==> src/rtl/pulse_stretch_pkg.sv <==
// Shared types and arbitration helpers for the pulse-stretch scheduler.
// fp_pick is only used when PULSE_STRETCH_SCHED_FIXED_PRIO_EN is defined.
package pulse_stretch_pkg;

    localparam int DELAY_W_DEF = 4;
    localparam int MAX_REQ     = 8;

    typedef enum logic [1:0] {
        IDLE   = 2'd0,
        ACTIVE = 2'd1,
        GAP    = 2'd2
    } sched_state_e;

    // Round-robin winner: first pending index after ptr, wrapping. Scans farthest
    // to nearest so the nearest pending index is the last one written.
    function automatic int rr_pick(input logic [MAX_REQ-1:0] pending, input int ptr,
                                   input int n_req);
        int win;
        int idx;
        win = ptr;
        for (int k = MAX_REQ; k >= 1; k--) begin
            if (k <= n_req) begin
                idx = ptr + k;
                if (idx >= n_req) begin
                    idx = idx - n_req;
                end
                if (pending[idx[2:0]]) begin
                    win = idx;
                end
            end
        end
        return win;
    endfunction

    function automatic int fp_pick(input logic [MAX_REQ-1:0] pending, input int n_req);
        int win;
        win = 0;
        for (int i = MAX_REQ - 1; i >= 0; i--) begin
            if (i < n_req && pending[i]) begin
                win = i;
            end
        end
        return win;
    endfunction

endpackage

==> src/rtl/pulse_stretch_cnt.sv <==
// Pulse length counter: loads max(delay,1), counts down while enabled and
// flags the final cycle of the pulse.
module pulse_stretch_cnt
    import pulse_stretch_pkg::*;
#(
    parameter int DELAY_W = DELAY_W_DEF
) (
    input  logic               clk,
    input  logic               rst,
    input  logic               load_i,
    input  logic               en_i,
    input  logic [DELAY_W-1:0] delay_i,
    output logic               last_o
);

    logic [DELAY_W-1:0] count_q, count_d;

    always_comb begin
        count_d = count_q;
        if (load_i) begin
            count_d = (delay_i == '0) ? DELAY_W'(1) : delay_i;
        end else if (en_i && count_q != '0) begin
            count_d = count_q - DELAY_W'(1);
        end
    end

    always_ff @(posedge clk) begin
        if (rst) begin
            count_q <= '0;
        end else begin
            count_q <= count_d;
        end
    end

    assign last_o = (count_q == DELAY_W'(1));

endmodule

==> src/rtl/pulse_stretch_sched.sv <==
// Shares one stretched-pulse output between N_REQ requesters, round-robin by default.
// Define PULSE_STRETCH_SCHED_FIXED_PRIO_EN for fixed priority (lowest index wins).
module pulse_stretch_sched
    import pulse_stretch_pkg::*;
#(
    parameter int N_REQ      = 4,
    parameter int DELAY_W    = DELAY_W_DEF,
    parameter int GAP_CYCLES = 1
) (
    input  logic                       clk,
    input  logic                       rst,
    input  logic [N_REQ-1:0]           req_i,
    input  logic [N_REQ*DELAY_W-1:0]   delay_i,
    output logic [N_REQ-1:0]           ack_o,
    output logic [N_REQ-1:0]           done_o,
    output logic                       pulse_out,
    output logic                       busy_o,
    output logic [$clog2(N_REQ)-1:0]   owner_o
);

    localparam int PTR_W = (N_REQ > 1) ? $clog2(N_REQ) : 1;
    localparam int GAP_W = (GAP_CYCLES > 1) ? $clog2(GAP_CYCLES) : 1;

    sched_state_e       state_q, state_d;
    logic [N_REQ-1:0]   pending_q, pending_d;
    logic [DELAY_W-1:0] delay_q [N_REQ];
    logic [DELAY_W-1:0] delay_d [N_REQ];
    logic [PTR_W-1:0]   owner_q, owner_d;
    logic [PTR_W-1:0]   win;
    logic [N_REQ-1:0]   ack_q, ack_d;
    logic [N_REQ-1:0]   done_q, done_d;
    logic [GAP_W-1:0]   gap_q, gap_d;
    logic [MAX_REQ-1:0] pend_ext;
    logic               grant;
    logic               cnt_last;

    always_comb begin
        pend_ext = '0;
        pend_ext[N_REQ-1:0] = pending_q;
    end

    assign grant = (state_q == IDLE) && (|pending_q);

`ifdef PULSE_STRETCH_SCHED_FIXED_PRIO_EN
    always_comb begin
        win = PTR_W'(fp_pick(pend_ext, N_REQ));
    end
`else
    logic [PTR_W-1:0] ptr_q, ptr_d;

    always_comb begin
        win   = PTR_W'(rr_pick(pend_ext, int'(ptr_q), N_REQ));
        ptr_d = grant ? win : ptr_q;
    end

    // Reset pointer to the last index so requester 0 is first in line.
    always_ff @(posedge clk) begin
        if (rst) begin
            ptr_q <= PTR_W'(N_REQ - 1);
        end else begin
            ptr_q <= ptr_d;
        end
    end
`endif

    // A request is latched only when not already pending; the delay stays frozen until grant.
    always_comb begin
        for (int i = 0; i < N_REQ; i++) begin
            delay_d[i] = delay_q[i];
            if (req_i[i] && !pending_q[i]) begin
                delay_d[i] = delay_i[i*DELAY_W +: DELAY_W];
            end
        end
    end

    always_comb begin
        state_d   = state_q;
        pending_d = pending_q | req_i;
        owner_d   = owner_q;
        ack_d     = '0;
        done_d    = '0;
        gap_d     = gap_q;
        unique case (state_q)
            IDLE: begin
                if (grant) begin
                    state_d        = ACTIVE;
                    pending_d[win] = 1'b0;
                    owner_d        = win;
                    ack_d[win]     = 1'b1;
                end
            end
            ACTIVE: begin
                if (cnt_last) begin
                    state_d         = GAP;
                    done_d[owner_q] = 1'b1;
                    gap_d           = GAP_W'(GAP_CYCLES - 1);
                end
            end
            GAP: begin
                if (gap_q == '0) begin
                    state_d = IDLE;
                end else begin
                    gap_d = gap_q - GAP_W'(1);
                end
            end
            default: begin
                state_d = IDLE;
            end
        endcase
    end

    always_ff @(posedge clk) begin
        if (rst) begin
            state_q   <= IDLE;
            pending_q <= '0;
            owner_q   <= '0;
            ack_q     <= '0;
            done_q    <= '0;
            gap_q     <= '0;
            for (int i = 0; i < N_REQ; i++) begin
                delay_q[i] <= '0;
            end
        end else begin
            state_q   <= state_d;
            pending_q <= pending_d;
            owner_q   <= owner_d;
            ack_q     <= ack_d;
            done_q    <= done_d;
            gap_q     <= gap_d;
            for (int i = 0; i < N_REQ; i++) begin
                delay_q[i] <= delay_d[i];
            end
        end
    end

    pulse_stretch_cnt #(
        .DELAY_W (DELAY_W)
    ) u_cnt (
        .clk     (clk),
        .rst     (rst),
        .load_i  (grant),
        .en_i    (state_q == ACTIVE),
        .delay_i (delay_q[win]),
        .last_o  (cnt_last)
    );

    assign pulse_out = (state_q == ACTIVE);
    assign busy_o    = (state_q != IDLE);
    assign ack_o     = ack_q;
    assign done_o    = done_q;
    assign owner_o   = owner_q;

endmodule

==> config.mk <==
export PLATFORM = sky130hd
export DESIGN_NAME = pulse_stretch_sched
export DESIGN_NICKNAME = d
export VERILOG_FILES = /design/src/rtl/pulse_stretch_pkg.sv /design/src/rtl/pulse_stretch_cnt.sv /design/src/rtl/pulse_stretch_sched.sv
export SDC_FILE = /design/constraint.sdc
export NUM_CORES = 1
export LEC_CHECK = 0
export CAP_MARGIN = 20
export CORE_MARGIN = 2
export CORE_UTILIZATION = 52
export DETAILED_ROUTE_END_ITERATION = 10
export PLACE_DENSITY = 0.79
export SKIP_LAST_GASP = 1
export SYNTH_ARGS = -nofsm -noshare
export SYNTH_HDL_FRONTEND = slang
export SYNTH_SLANG_ARGS = --single-unit
==> constraint.sdc <==
create_clock -name clk -period 2.81 [get_ports clk]
set_input_delay 0.4215 -clock clk [delete_from_list [all_inputs] [get_ports clk]]
set_output_delay 0.4215 -clock clk [all_outputs]
set_load 0.02 [all_outputs]
* Word-level counts from Yosys, hierarchy flattened *
Memory sizes are Yosys's and may differ from the RTL's.
Index checks and enable logic that the tools add are counted.

storage, ports and cells
  register bits after elaboration = 23
  memory bits (writable) = 16
  input bits = 22
  output and inout port bits = 12
  memories = 1

operators by class
  add/sub/neg operators = 10
  order comparisons = 12
  equality and inequality tests = 10
  muxes and demuxes = 43
  bitwise operators = 11
  reduce and logical (&&, ||, !) cells = 28

memory list
  memory   depth  bits a word  read ports  clocked after memory_dff  write ports  RTL line                   source
  delay_q  4      4            1           0                         4            pulse_stretch_sched.sv:26  logic [DELAY_W-1:0] delay_q [N_REQ];

operators by type and width
  kind                                                  count
  2-to-1 mux 4 bit                                      13
  < comparator 3 x 4 -> 1 bit (second input constant)   4
  2-to-1 mux 2 bit                                      7
  binary-select mux 1 bit (select 3 bit)                4
  2-to-1 mux 3 bit                                      4
  AND reduction 2 bit                                   6
  subtractor 3 bit (second input constant)              4
  2-to-1 mux 1 bit                                      11
  >= comparator 3 bit (second input constant)           3
  logical AND 1 bit                                     8
  adder 2 x 2 -> 3 bit (second input constant)          2
  < comparator 2 x 3 -> 1 bit (second input constant)   2
  inequality test 2 bit (second input constant)         3
  case mux 2 bit (3 select lines)                       1
  nonzero test 2 bit                                    3
  OR reduction 3 bit                                    2
  adder 2 x 3 -> 4 bit (second input constant)          1
  AND 4 bit                                             1
  demux 1 bit (select 2 bit)                            2
  equality test 4 x 1 -> 1 bit (second input constant)  1
  >= comparator 2 x 1 -> 1 bit (second input constant)  2
  >= comparator 4 x 3 -> 1 bit (second input constant)  1
  zero test 1 bit                                       4
  zero test 4 bit                                       1
  15 further kinds                                      24

* Logic depth before layout (Yosys ltp) *
Gate-level depths: netlist (run 1).

  depth after elaboration = 17
  gate-level depth with buffers = 11
  gate-level depth less buffers = 9

* By module *
Synthesis (run 1) repeated with hierarchy kept, for this count alone.

unflattened totals
  cells, all modules = 166
  area total of the unflattened synthesis = 1883.1 um2

by module, submodules not included
  module               times used  cells each  area each (um2)
  pulse_stretch_sched  1           134         1577.8
  pulse_stretch_cnt    1           32          305.3

* Least setup slack after synthesis (run 1) *
Ideal clock, no wire load.

  path kind = register -> register
  start point = register ptr_q[0]
  end point = register u_cnt.count_q[0]
  setup time = 59 ps
  arrival time = 2350 ps
  path slack = 402 ps
  cell stages (with the launch flop) = 11
  clock period less this slack = 2408 ps
  cell sequence = dfxtp_1 > buf_6 > inv_1 > ha_1 > nor2b_1 > o2111ai_1 > a32o_1 > o21ai_1 > a221o_2 > a211oi_1 > a22o_1

between the ends
  longest elaborated chain between the ends = 13
  elaborated cells on any way between the ends = 32
  those cells by class = add/sub: 8; order compare: 4; mux: 18; reduce/logical: 1; memory: 1

ends and longest elaborated chain
  element                                                                  RTL line                                          source
  start, declared                                                          pulse_stretch_sched.sv:49                         logic [PTR_W-1:0] ptr_q, ptr_d;
  start signal, assigned                                                   pulse_stretch_sched.sv:59                         ptr_q <= PTR_W'(N_REQ - 1);
  start signal, assigned                                                   pulse_stretch_sched.sv:61                         ptr_q <= ptr_d;
  adder 2 x 3 -> 4 bit                                                     pulse_stretch_pkg.sv:23                           idx = ptr + k;
  >= comparator 4 x 3 -> 1 bit / subtractor 3 bit (equally long branches)  pulse_stretch_pkg.sv:24, pulse_stretch_pkg.sv:25
  2-to-1 mux 3 bit                                                         pulse_stretch_pkg.sv:24                           if (idx >= n_req) begin
  binary-select mux 1 bit (select 3 bit)                                   pulse_stretch_pkg.sv:27                           if (pending[idx[2:0]]) begin
  2-to-1 mux 1 bit (implied by the code)                                   pulse_stretch_pkg.sv:27
  2-to-1 mux 2 bit (3 in series)                                           pulse_stretch_pkg.sv:27
  2-to-1 mux 2 bit (*)                                                     pulse_stretch_pkg.sv:27
  memory (4 x 4 bit) (*)                                                   --
  zero test 4 bit                                                          pulse_stretch_cnt.sv:21                           count_d = (delay_i == '0) ? DELAY_W'(1) : delay_i;
  2-to-1 mux 4 bit (*)                                                     pulse_stretch_cnt.sv:21
  2-to-1 mux 4 bit (*)                                                     pulse_stretch_cnt.sv:20                           if (load_i) begin
  end signal, assigned                                                     pulse_stretch_cnt.sv:31                           count_q <= count_d;
  end, declared                                                            pulse_stretch_cnt.sv:16                           logic [DELAY_W-1:0] count_q, count_d;

Mark *: on every way between the ends. The rest lies on a longest branch, timed or not. The select of a mux whose other input is x is not followed.
A chain may end at the register's enable or synchronous reset.

* Final worst setup path (run 1) *
Same ends and word-level chain as after synthesis.

==> results of run 1 <==
## path summary, 6_finish.rpt
check,to,slack (ns),cells past startpoint
worst min register to register,done_o[1],0.51,2
worst max register to register,u_cnt.count_q[0],0.17,7
worst min-delay path,done_o[1],0.51,2
worst max-delay path,u_cnt.count_q[0],0.17,7
## metal layers
metal	routed length, um	vias to the layer above	GRT usage [%]
li1	-	764	-
met5	0	-	0
met1	1680	725	24.5
met3	313	12	4.69
met4	100	0	8.78
met2	2020	74	36.3
## tightest hold or removal path: cells and delay by family, from the launching register on
kind / cells / cell delay [ns]
AND/OR/NAND/NOR: 2 / 0.11
flip-flops: 1 / 0.36
## power breakdown
group,switching (mW),internal [mW]
clock,0.204,0.229
combinational,0.969,0.716
sequential,0.130,0.732
## state kept, by name, summed over array words and instances, names as in the netlist
register       flops
delay_q           16
ptr_q              2
state_q            2
u_cnt.count_q      4
ack_o              4
pending_q          4
owner_o            2
done_o             4
## area by class of cell
class,instances,area [um^2],share of cell area [%]
Multi-Input combinational cell,139,963,39.5
Sequential cell,38,923,37.8
Tap cell,48,60.1,2.46
Clock inverter,2,13.8,0.564
Timing Repair Buffer,36,353,14.5
Inverter,9,33.8,1.38
Clock buffer,6,93.8,3.84
## metrics by stage
stage                     utilization (%)  hold slack [ns]  instances  setup slack (ns)  instance area, um^2
after floorplan                         -            0.512        192             0.402                 1930
after global placement               63.9            0.467        270             0.163                 2300
after detailed placement             63.9            0.487        270            0.0877                 2300
after CTS                            66.9            0.508        278            0.0622                 2410
after global routing                 67.7            0.542        278           0.00533                 2440
final                                67.7            0.507        278             0.174                 2440
## cells by family (layout without fill, tap and decap cells)
| group | Yosys count | in the layout | synth area share [%] |
|---|---|---|---|
| multiplexers | 7 | 7 | 4.02 |
| AO/OA/AOI/OAI | 37 | 37 | 15.4 |
| XOR/XNOR | 4 | 4 | 2.21 |
| flip-flops | 38 | 38 | 47.7 |
| adder cells (fa/ha/maj) | 6 | 6 | 3.89 |
| buffers and inverters | 15 | 53 | 3.70 |
| AND/OR/NAND/NOR | 85 | 85 | 23.1 |
## cells in the mapped netlist (2+ instances only)
master	count	share of area (%)
nand2_1	13	2.5
a221o_2	3	1.8
a211oi_1	7	2.7
a31oi_1	2	0.65
or2_2	2	0.65
ha_1	6	3.9
nor2_1	20	3.9
dfxtp_1	22	23
nand2b_1	9	2.9
and2_1	17	5.5
clkbuf_1	3	0.58
edfxtp_1	16	25
nor3_1	8	2.1
nor2b_1	6	1.9
a221oi_1	2	0.91
o21ai_0	2	0.52
o221ai_1	2	0.91
mux2i_1	4	2.1
inv_1	9	1.8
xnor2_1	2	0.91
buf_6	2	1.2
a21oi_1	7	1.8
nand3_1	3	0.78
## what timing repair did
action | 4_1_cts | 5_1_grt
gates resized for setup | 0 | 5
hold buffers | 0 | 0
endpoints found under the setup margin | 0 | 6
==> results by group, run 1 <==
Timing
  • Tcrit/Tclk final: 93.8%
  • Final Max Slew Viols: 0
  • Final Skew: 0.0107 ns
  • Period minus WS final: 2.64 ns
  • Slew @ Worst Pin: 0.806 ns
  • Unrepaired setup endpoints after global routing: no
  • # setup viols final: 0
  • Setup TNS: 0 ns
  • Slew HR: 46.1%
  • Max Freq: 0.379 GHz
  • Final Hold Fails: 0

Worst hold path
  • Type of the most critical hold path: reg -> reg
  • Worst hold start: owner_o[0]

Critical path
  • Critical Path End Type: flop
  • Critical path launch point type: flop
  • Slowest stage cell, crit path: dfxtp_2
  • Crit path DAT: 2.87 ns
  • Reg-to-Reg Start: ptr_q[0]
  • Top delay family on crit path: compound AO/OA/AOI/OAI gates
  • CP Max Fanout: 12
  • CP Buf/Inv Count: 0
  • Worst setup path class: reg -> reg
  • Critical Path RT: 3.05 ns
  • Slowest stage delay, CP: 0.48 ns
  • Worst path cell trace: mux2_1 > a221oi_1 > o32ai_4 > xnor2_4 > o221ai_1 > a211oi_1 > a22o_1
  • CP Launch Point: ptr_q[0]

Clock network
  • Setup Buffers After CTS: 0
  • CTS Root Cell: clkbuf_8
  • TritonCTS clock tree: done
  • Clock latency on the worst-skew pair: 0.29 ns
  • Clk sink count: 38
  • H-tree depth: 2
  • CTS clk-pin slew, worst paths: 0.08 ns
  • Clk buf depth: 2
  • Num CTS Buffers: 5

Die
  • Row count: 22
  • Starting density of the core: 53.5%
  • Die Wd: 64.9 um
  • Die H: 64.9 um
  • I/O pin cnt: 34
  • Core Footprint: 3610 um^2
  • Die area: 4210 um^2

Final layout
  • Diodes inserted: 0
  • Area grow syn2layout: 26.5%
  • # fillers: 290
  • Most common cell after layout, fill and taps aside: clkdlybuf4s50_1
  • Post-layout net count: 257
  • Most frequent cells in the layout: clkdlybuf4s50_1, nor2_1, dfxtp_1
  • Share of cells above drive strength 1: 11.7%

Yosys
  • Sequential share of the synthesized area: 47.7%
  • FFs w/ async S/R, synth: 0%
  • Mapped Area: 1930 um^2
  • Syn Inst Count: 192
  • Dominant synthesized flop cell: dfxtp_1
  • EDFF count, synth: 16
  • Syn_area_per_cell: 10.0 um^2
  • Count of different cell masters after synthesis: 48
  • Seq cells post-synth: 38
  • Synth Net Count: 220
  • Total number of yosys warnings: 0

Power and ir drop
  • Pwr Total: 2.98 mW
  • Leakage: 0.957 nW
  • Worst-case vdd ir drop: 535 uV
  • Pwr/cell area: 1220 nW/um^2

Run
  • Max-cap viol count: 0

Placement
  • Routability cong.: 1.04
  • # port buffers: 33
  • Final HPWL DP: 3010 um

Global routing
  • Initial antenna violation count: 0
  • Largest net degree at the start of global routing: 23
  • Gr ovfl total: 0
  • GRT Resource Usage Total: 20.8%
  • Vias in the first global route: 1,475
  • First-pass GRT wire length: 6630 um

Outcome
  • Status: complete, no violations

Routing
  • DR WL/cell: 14.8 um
  • Post-route DRC: 0
  • Via count of the routed design: 1,575
  • Avg Vias per Cell: 5.67
  • WL final: 4110 um
  • Number of DRC markers in iteration 0: 115
  • Post-DRT Antenna Nets: 0
  • Pre-Repair DR Iteration Count: 4
Note: power is estimated with default switching activity, not from simulation.
==> run 2: changes to the inputs <==
CORE_MARGIN = not set   (was 2)
REMOVE_ABC_BUFFERS = 1   (was not set)
==> run 2 against run 1 <==
Final cell count increased by 0.36%. Combinational power decreased by 4%. Utilization increased by 4.1 points. Fmax decreased by 1.7%. Sequential cell count unchanged. Register-to-register slack got worse by 0.05 ns. Clock power increased by 23%. First-iteration DRC count decreased by 30%. Die area decreased by 6.1%. Setup slack got worse by 0.045 ns. Largest cell class unchanged. Highest routed layer unchanged.
==> results by group, run 2 (synthesis gave the netlist of run 1 again) <==
Routing
  • DR WL/cell: 14.8 um (-0.21%)
  • Avg Vias per Cell: 5.65 (-0.23%)
  • Number of DRC markers in iteration 0: 81 (-30%)
  • Post-route DRC: 0 (unchanged)
  • Via count of the routed design: 1,577 (+0.13%)
  • WL final: 4120 um (+0.15%)
  • Post-DRT Antenna Nets: 0 (unchanged)
  • Pre-Repair DR Iteration Count: 4 (unchanged)

Clock network
  • CTS Root Cell: clkbuf_8
  • Clk buf depth: 2 (unchanged)
  • Post-CTS Hold Buffers: 0 (unchanged)
  • Setup Buffers After CTS: 0 (unchanged)
  • CTS clk-pin slew, worst paths: 0.07 ns (about the same)
  • H-tree depth: 2 (unchanged)
  • Clk sink count: 38 (unchanged)
  • Clock latency on the worst-skew pair: 0.29 ns (about the same)
  • Num CTS Buffers: 5 (unchanged)
  • TritonCTS clock tree: done

Die
  • Die Wd: 62.9 um (-3.1%)
  • Die H: 62.9 um (-3.1%)
  • I/O pin cnt: 34 (unchanged)
  • Row count: 21 (-4.5%)
  • Starting density of the core: 56.1% (+2.5 points)
  • Core Footprint: 3440 um^2 (-4.5%)
  • Die area: 3960 um^2 (-6.1%)

Timing
  • Final Max Slew Viols: 0 (unchanged)
  • Final Skew: 0.00339 ns (-0.00732 ns)
  • Slew @ Worst Pin: 0.603 ns (-0.203 ns)
  • # setup viols final: 0 (unchanged)
  • Max Freq: 0.373 GHz (-1.7%)
  • Final Hold Fails: 0 (unchanged)
  • Worst hold margin: 0.492 ns (-0.0147 ns)
  • Period minus WS final: 2.68 ns (+0.0454 ns)
  • Slew HR: 59.6% (+14 points)
  • Tcrit/Tclk final: 95.4% (+1.6 points)

Final layout
  • Largest register FFs: 16 (unchanged)
  • Share of cells above drive strength 1: 12.4% (+0.71 points)
  • Post-layout net count: 260 (+1.2%)
  • Post-route design area: 2470 um^2 (+1.2%)
  • Most frequent cells in the layout: clkdlybuf4s50_1, dfxtp_1, nor2_1
  • Diodes inserted: 0 (unchanged)
  • Area grow syn2layout: 28.0%
  • Register bank with the most flops: delay_q
  • Most common cell after layout, fill and taps aside: clkdlybuf4s50_1
  • Final cell count without fillers: 279 (+0.36%)

Placement
  • Final HPWL DP: 3040 um (+0.83%)
  • Routability cong.: 0.908 (-13%)
  • Post-DP Area: 2320 um^2 (+0.87%)
  • # port buffers: 33 (unchanged)
  • Placed cell count: 271 (+0.37%)

Critical path
  • Worst-case reg-to-reg path depth: 9 (+2)
  • Worst setup path class: reg -> reg
  • Critical Path End Type: flop
  • CP Max Fanout: 12 (unchanged)
  • Critical path launch point type: flop
  • Crit path DAT: 2.92 ns (+0.05 ns)
  • Critical Path RT: 3.05 ns (about the same)

Global routing
  • Gr ovfl total: 0 (unchanged)
  • Initial antenna violation count: 0 (unchanged)
  • GRT Resource Usage Total: 22.9% (+2.1 points)
  • Vias in the first global route: 1,627 (+10%)
  • Largest net degree at the start of global routing: 17 (-26%)
  • First-pass GRT wire length: 7000 um (+5.6%)

Run
  • Max-cap viol count: 0 (unchanged)

Power and ir drop
  • Leakage: 0.986 nW (+3.0%)
  • Pwr/cell area: 1220 nW/um^2 (+0.31%)
  • Worst-case vdd ir drop: 538 uV (+0.41%)

Worst hold path
  • Type of the most critical hold path: reg -> reg
  • Hold Path Depth: 1 (-1)

Outcome
  • Status: complete, no violations
## run 2: what timing repair did
item	4_1_cts	5_1_grt
pin swaps	0	0
resized for setup	1	2
setup endpoints to repair	2	3
## run 2: power by group
part	total, mW	internal (mW)	switching (mW)
registers	0.861	0.733	0.129
clock network	0.531	0.343	0.189
logic	1.63	0.691	0.940
total	3.02	1.77	1.26
## run 2: critical path, stage by stage (launching register included)
cell and delay (ns):
dfxtp_4 0.43, inv_1 0.10, ha_1 0.37, nor2b_1 0.18, o22ai_1 0.26, nand3_1 0.16
a31oi_1 0.44, o221ai_1 0.21, a211oi_1 0.30, a22o_1 0.17
## run 2: cell type report
class / count / area [um^2]
clock inverter: 1 / 30.0
fill: 262 / 972
inverter: 9 / 33.8
clock buffer: 7 / 108
tap: 46 / 57.6
sequential: 38 / 925
multi-input combinational: 139 / 941
timing repair buffer: 39 / 375
## run 2: final timing paths
| check | from | end | slack (ns) |
|---|---|---|---|
| setup / recovery | ptr_q[0] | u_cnt.count_q[0] | 0.13 |
| hold / removal | owner_o[1] | done_o[1] | 0.49 |
| setup reg to reg | ptr_q[0] | u_cnt.count_q[0] | 0.13 |
| hold reg to reg | owner_o[1] | done_o[1] | 0.49 |
## run 2: layer usage
layer / GRT usage [%] / part of all wire [%] / up-vias
li1: - / - / 771
met2: 39.4 / 51 / 66
met1: 24.4 / 40 / 726
met4: 16.3 / 3.2 / 0
met3: 5.29 / 5.9 / 14
met5: 0 / 0 / -
## run 2: stage by stage
| stage | worst slack (ns) | total power, mW | TNS (ns) | util [%] |
|---|---|---|---|---|
| 2_1_floorplan | 0.273 | 1.97 | 0 | - |
| 3_3_place_gp | 0.242 | 2.37 | 0 | 67.5 |
| 3_5_place_dp | 0.0539 | 2.43 | 0 | 67.5 |
| 4_1_cts | 0.124 | 2.98 | 0 | 71.6 |
| 5_1_grt | -0.00128 | 3.21 | -0.00128 | 71.8 |
| 6_report | 0.128 | 3.02 | 0 | 71.8 |
==> run 3: changes to the inputs <==
SETUP_SLACK_MARGIN = 0.1   (was not set)
==> run 3 against run 2 <==
Setup slack better by 0.068 ns. Fmax up 2.6%. Final cell count unchanged. Highest routed layer unchanged. Critical path type unchanged. Via count up 0.70%. Hold slack worse by 0.00081 ns. Largest power group unchanged. Non-clock buffer count unchanged. Utilization up 0.44 points.
==> results by group, run 3 (synthesis gave the netlist of run 1 again) <==
Outcome
  • Status: complete, no violations

Final layout
  • Post-route design area: 2480 um^2 (+0.61%)
  • # fillers: 259 (-1.1%)
  • Post-layout net count: 260 (unchanged)
  • Share of cells above drive strength 1: 13.7% (+1.3 points)
  • Area grow syn2layout: 28.8%
  • Diodes inserted: 0 (unchanged)
  • Largest register FFs: 16 (unchanged)
  • Register bank with the most flops: delay_q
  • Most frequent cells in the layout: clkdlybuf4s50_1, dfxtp_1, nor2_1
  • Final Util: 72.2% (+0.44 points)
  • Most common cell after layout, fill and taps aside: clkdlybuf4s50_1

Timing
  • Final Hold Fails: 0 (unchanged)
  • Tcrit/Tclk final: 93.0% (-2.4 points)
  • Period minus WS final: 2.61 ns (-0.0682 ns)
  • Max Freq: 0.383 GHz (+2.6%)
  • Slew HR: 57.2% (-2.4 points)
  • Final Max Slew Viols: 0 (unchanged)
  • Slew @ Worst Pin: 0.637 ns (+0.0338 ns)
  • Unrepaired setup endpoints after global routing: no
  • # setup viols final: 0 (unchanged)
  • Setup TNS: 0 ns (unchanged)
  • PnR worst setup slack: 0.197 ns (+0.0682 ns)
  • Final Skew: 0.00220 ns (-0.00119 ns)

Global routing
  • First-pass GRT wire length: 7000 um (unchanged)
  • Initial antenna violation count: 0 (unchanged)
  • Gr ovfl total: 0 (unchanged)
  • Vias in the first global route: 1,627 (unchanged)
  • GRT Resource Usage Total: 22.9% (unchanged)
  • Largest net degree at the start of global routing: 17 (unchanged)

Clock network
  • CTS Root Cell: clkbuf_8
  • CTS clk-pin slew, worst paths: 0.07 ns (about the same)
  • Clk sink count: 38 (unchanged)
  • Num CTS Buffers: 5 (unchanged)
  • Clock latency on the worst-skew pair: 0.29 ns (about the same)
  • H-tree depth: 2 (unchanged)
  • TritonCTS clock tree: done
  • Post-CTS Hold Buffers: 0 (unchanged)
  • Clk buf depth: 2 (unchanged)

Die
  • I/O pin cnt: 34 (unchanged)
  • Row count: 21 (unchanged)
  • Die H: 62.9 um (unchanged)
  • Die Wd: 62.9 um (unchanged)
  • Die area: 3960 um^2 (unchanged)
  • Starting density of the core: 56.1% (unchanged)
  • Core Footprint: 3440 um^2 (unchanged)

Critical path
  • CP Max Fanout: 12 (unchanged)
  • Critical path launch point type: flop
  • Critical Path End Type: flop
  • Crit path DAT: 2.85 ns (-0.07 ns)
  • Critical Path RT: 3.05 ns (about the same)
  • Worst setup path class: reg -> reg

Routing
  • WL final: 4150 um (+0.87%)
  • Post-route DRC: 0 (unchanged)
  • Number of DRC markers in iteration 0: 81 (unchanged)
  • Post-DRT Antenna Nets: 0 (unchanged)
  • Via count of the routed design: 1,588 (+0.70%)
  • Pre-Repair DR Iteration Count: 4 (unchanged)
  • DR WL/cell: 14.9 um (+0.87%)
  • Avg Vias per Cell: 5.69 (+0.70%)

Run
  • Max-cap viol count: 0 (unchanged)

Power and ir drop
  • Pwr/cell area: 1230 nW/um^2 (+0.35%)
  • Leakage: 0.993 nW (+0.70%)
  • Worst-case vdd ir drop: 535 uV (-0.39%)

Worst hold path
  • Type of the most critical hold path: reg -> reg

Placement
  • Final HPWL DP: 3040 um (unchanged)
  • Post-DP Area: 2320 um^2 (unchanged)
  • Routability cong.: 0.908 (unchanged)
  • # port buffers: 33 (unchanged)
  • Setup WS pre-CTS: 0.0539 ns (unchanged)
[run 3: power by group]
| group | internal (mW) | switching, mW | leakage (nW) |
|---|---|---|---|
| clock network | 0.343 | 0.186 | 0.0696 |
| registers | 0.733 | 0.128 | 0.354 |
| logic | 0.707 | 0.956 | 0.569 |
[run 3: repair_timing]
action / 4_1_cts / 5_1_grt
buffers inserted: 0 / 0
setup endpoints to repair: 4 / 7
resized for setup: 1 / 5
[run 3: area by class of cell]
type / instances / area [um^2] / share of cell area, %
repair buffers: 39 / 375 / 15.1
clock buffers: 7 / 108 / 4.33
multi-input cells: 139 / 956 / 38.5
clock inverters: 1 / 30.0 / 1.21
flip-flops and latches: 38 / 925 / 37.2
inverters: 9 / 33.8 / 1.36
well taps: 46 / 57.6 / 2.32
[run 3: final timing paths]
check | start | endpoint | slack [ns] | cells past startpoint
worst min-delay path | owner_o[1] | done_o[1] | 0.49 | 1
worst max-delay path | ptr_q[0] | u_cnt.count_q[0] | 0.20 | 9
worst min register to register | owner_o[1] | done_o[1] | 0.49 | 1
worst max register to register | ptr_q[0] | u_cnt.count_q[0] | 0.20 | 9
[run 3: worst max-delay path: stages, from the launching register on]
cell and delay [ns]:
dfxtp_4 0.43, inv_1 0.10, ha_1 0.37, nor2b_1 0.16, o2111ai_1 0.28, a32o_1 0.27
o21ai_2 0.13, a221o_2 0.43, a211oi_1 0.23, a22o_1 0.17
[run 3: stage by stage]
step	cells	power (mW)	hold WS (ns)
after global routing	279	3.25	0.525
after floorplan	186	1.97	0.491
after detailed placement	271	2.43	0.479
after global placement	271	2.37	0.464
after CTS	279	2.98	0.497
final	279	3.05	0.491
[run 3: routing by layer]
metal	track usage, %	wire [um]
met2	39.4	2130
met1	24.4	1620
met4	16.3	130
met3	5.29	276
met5	0	0
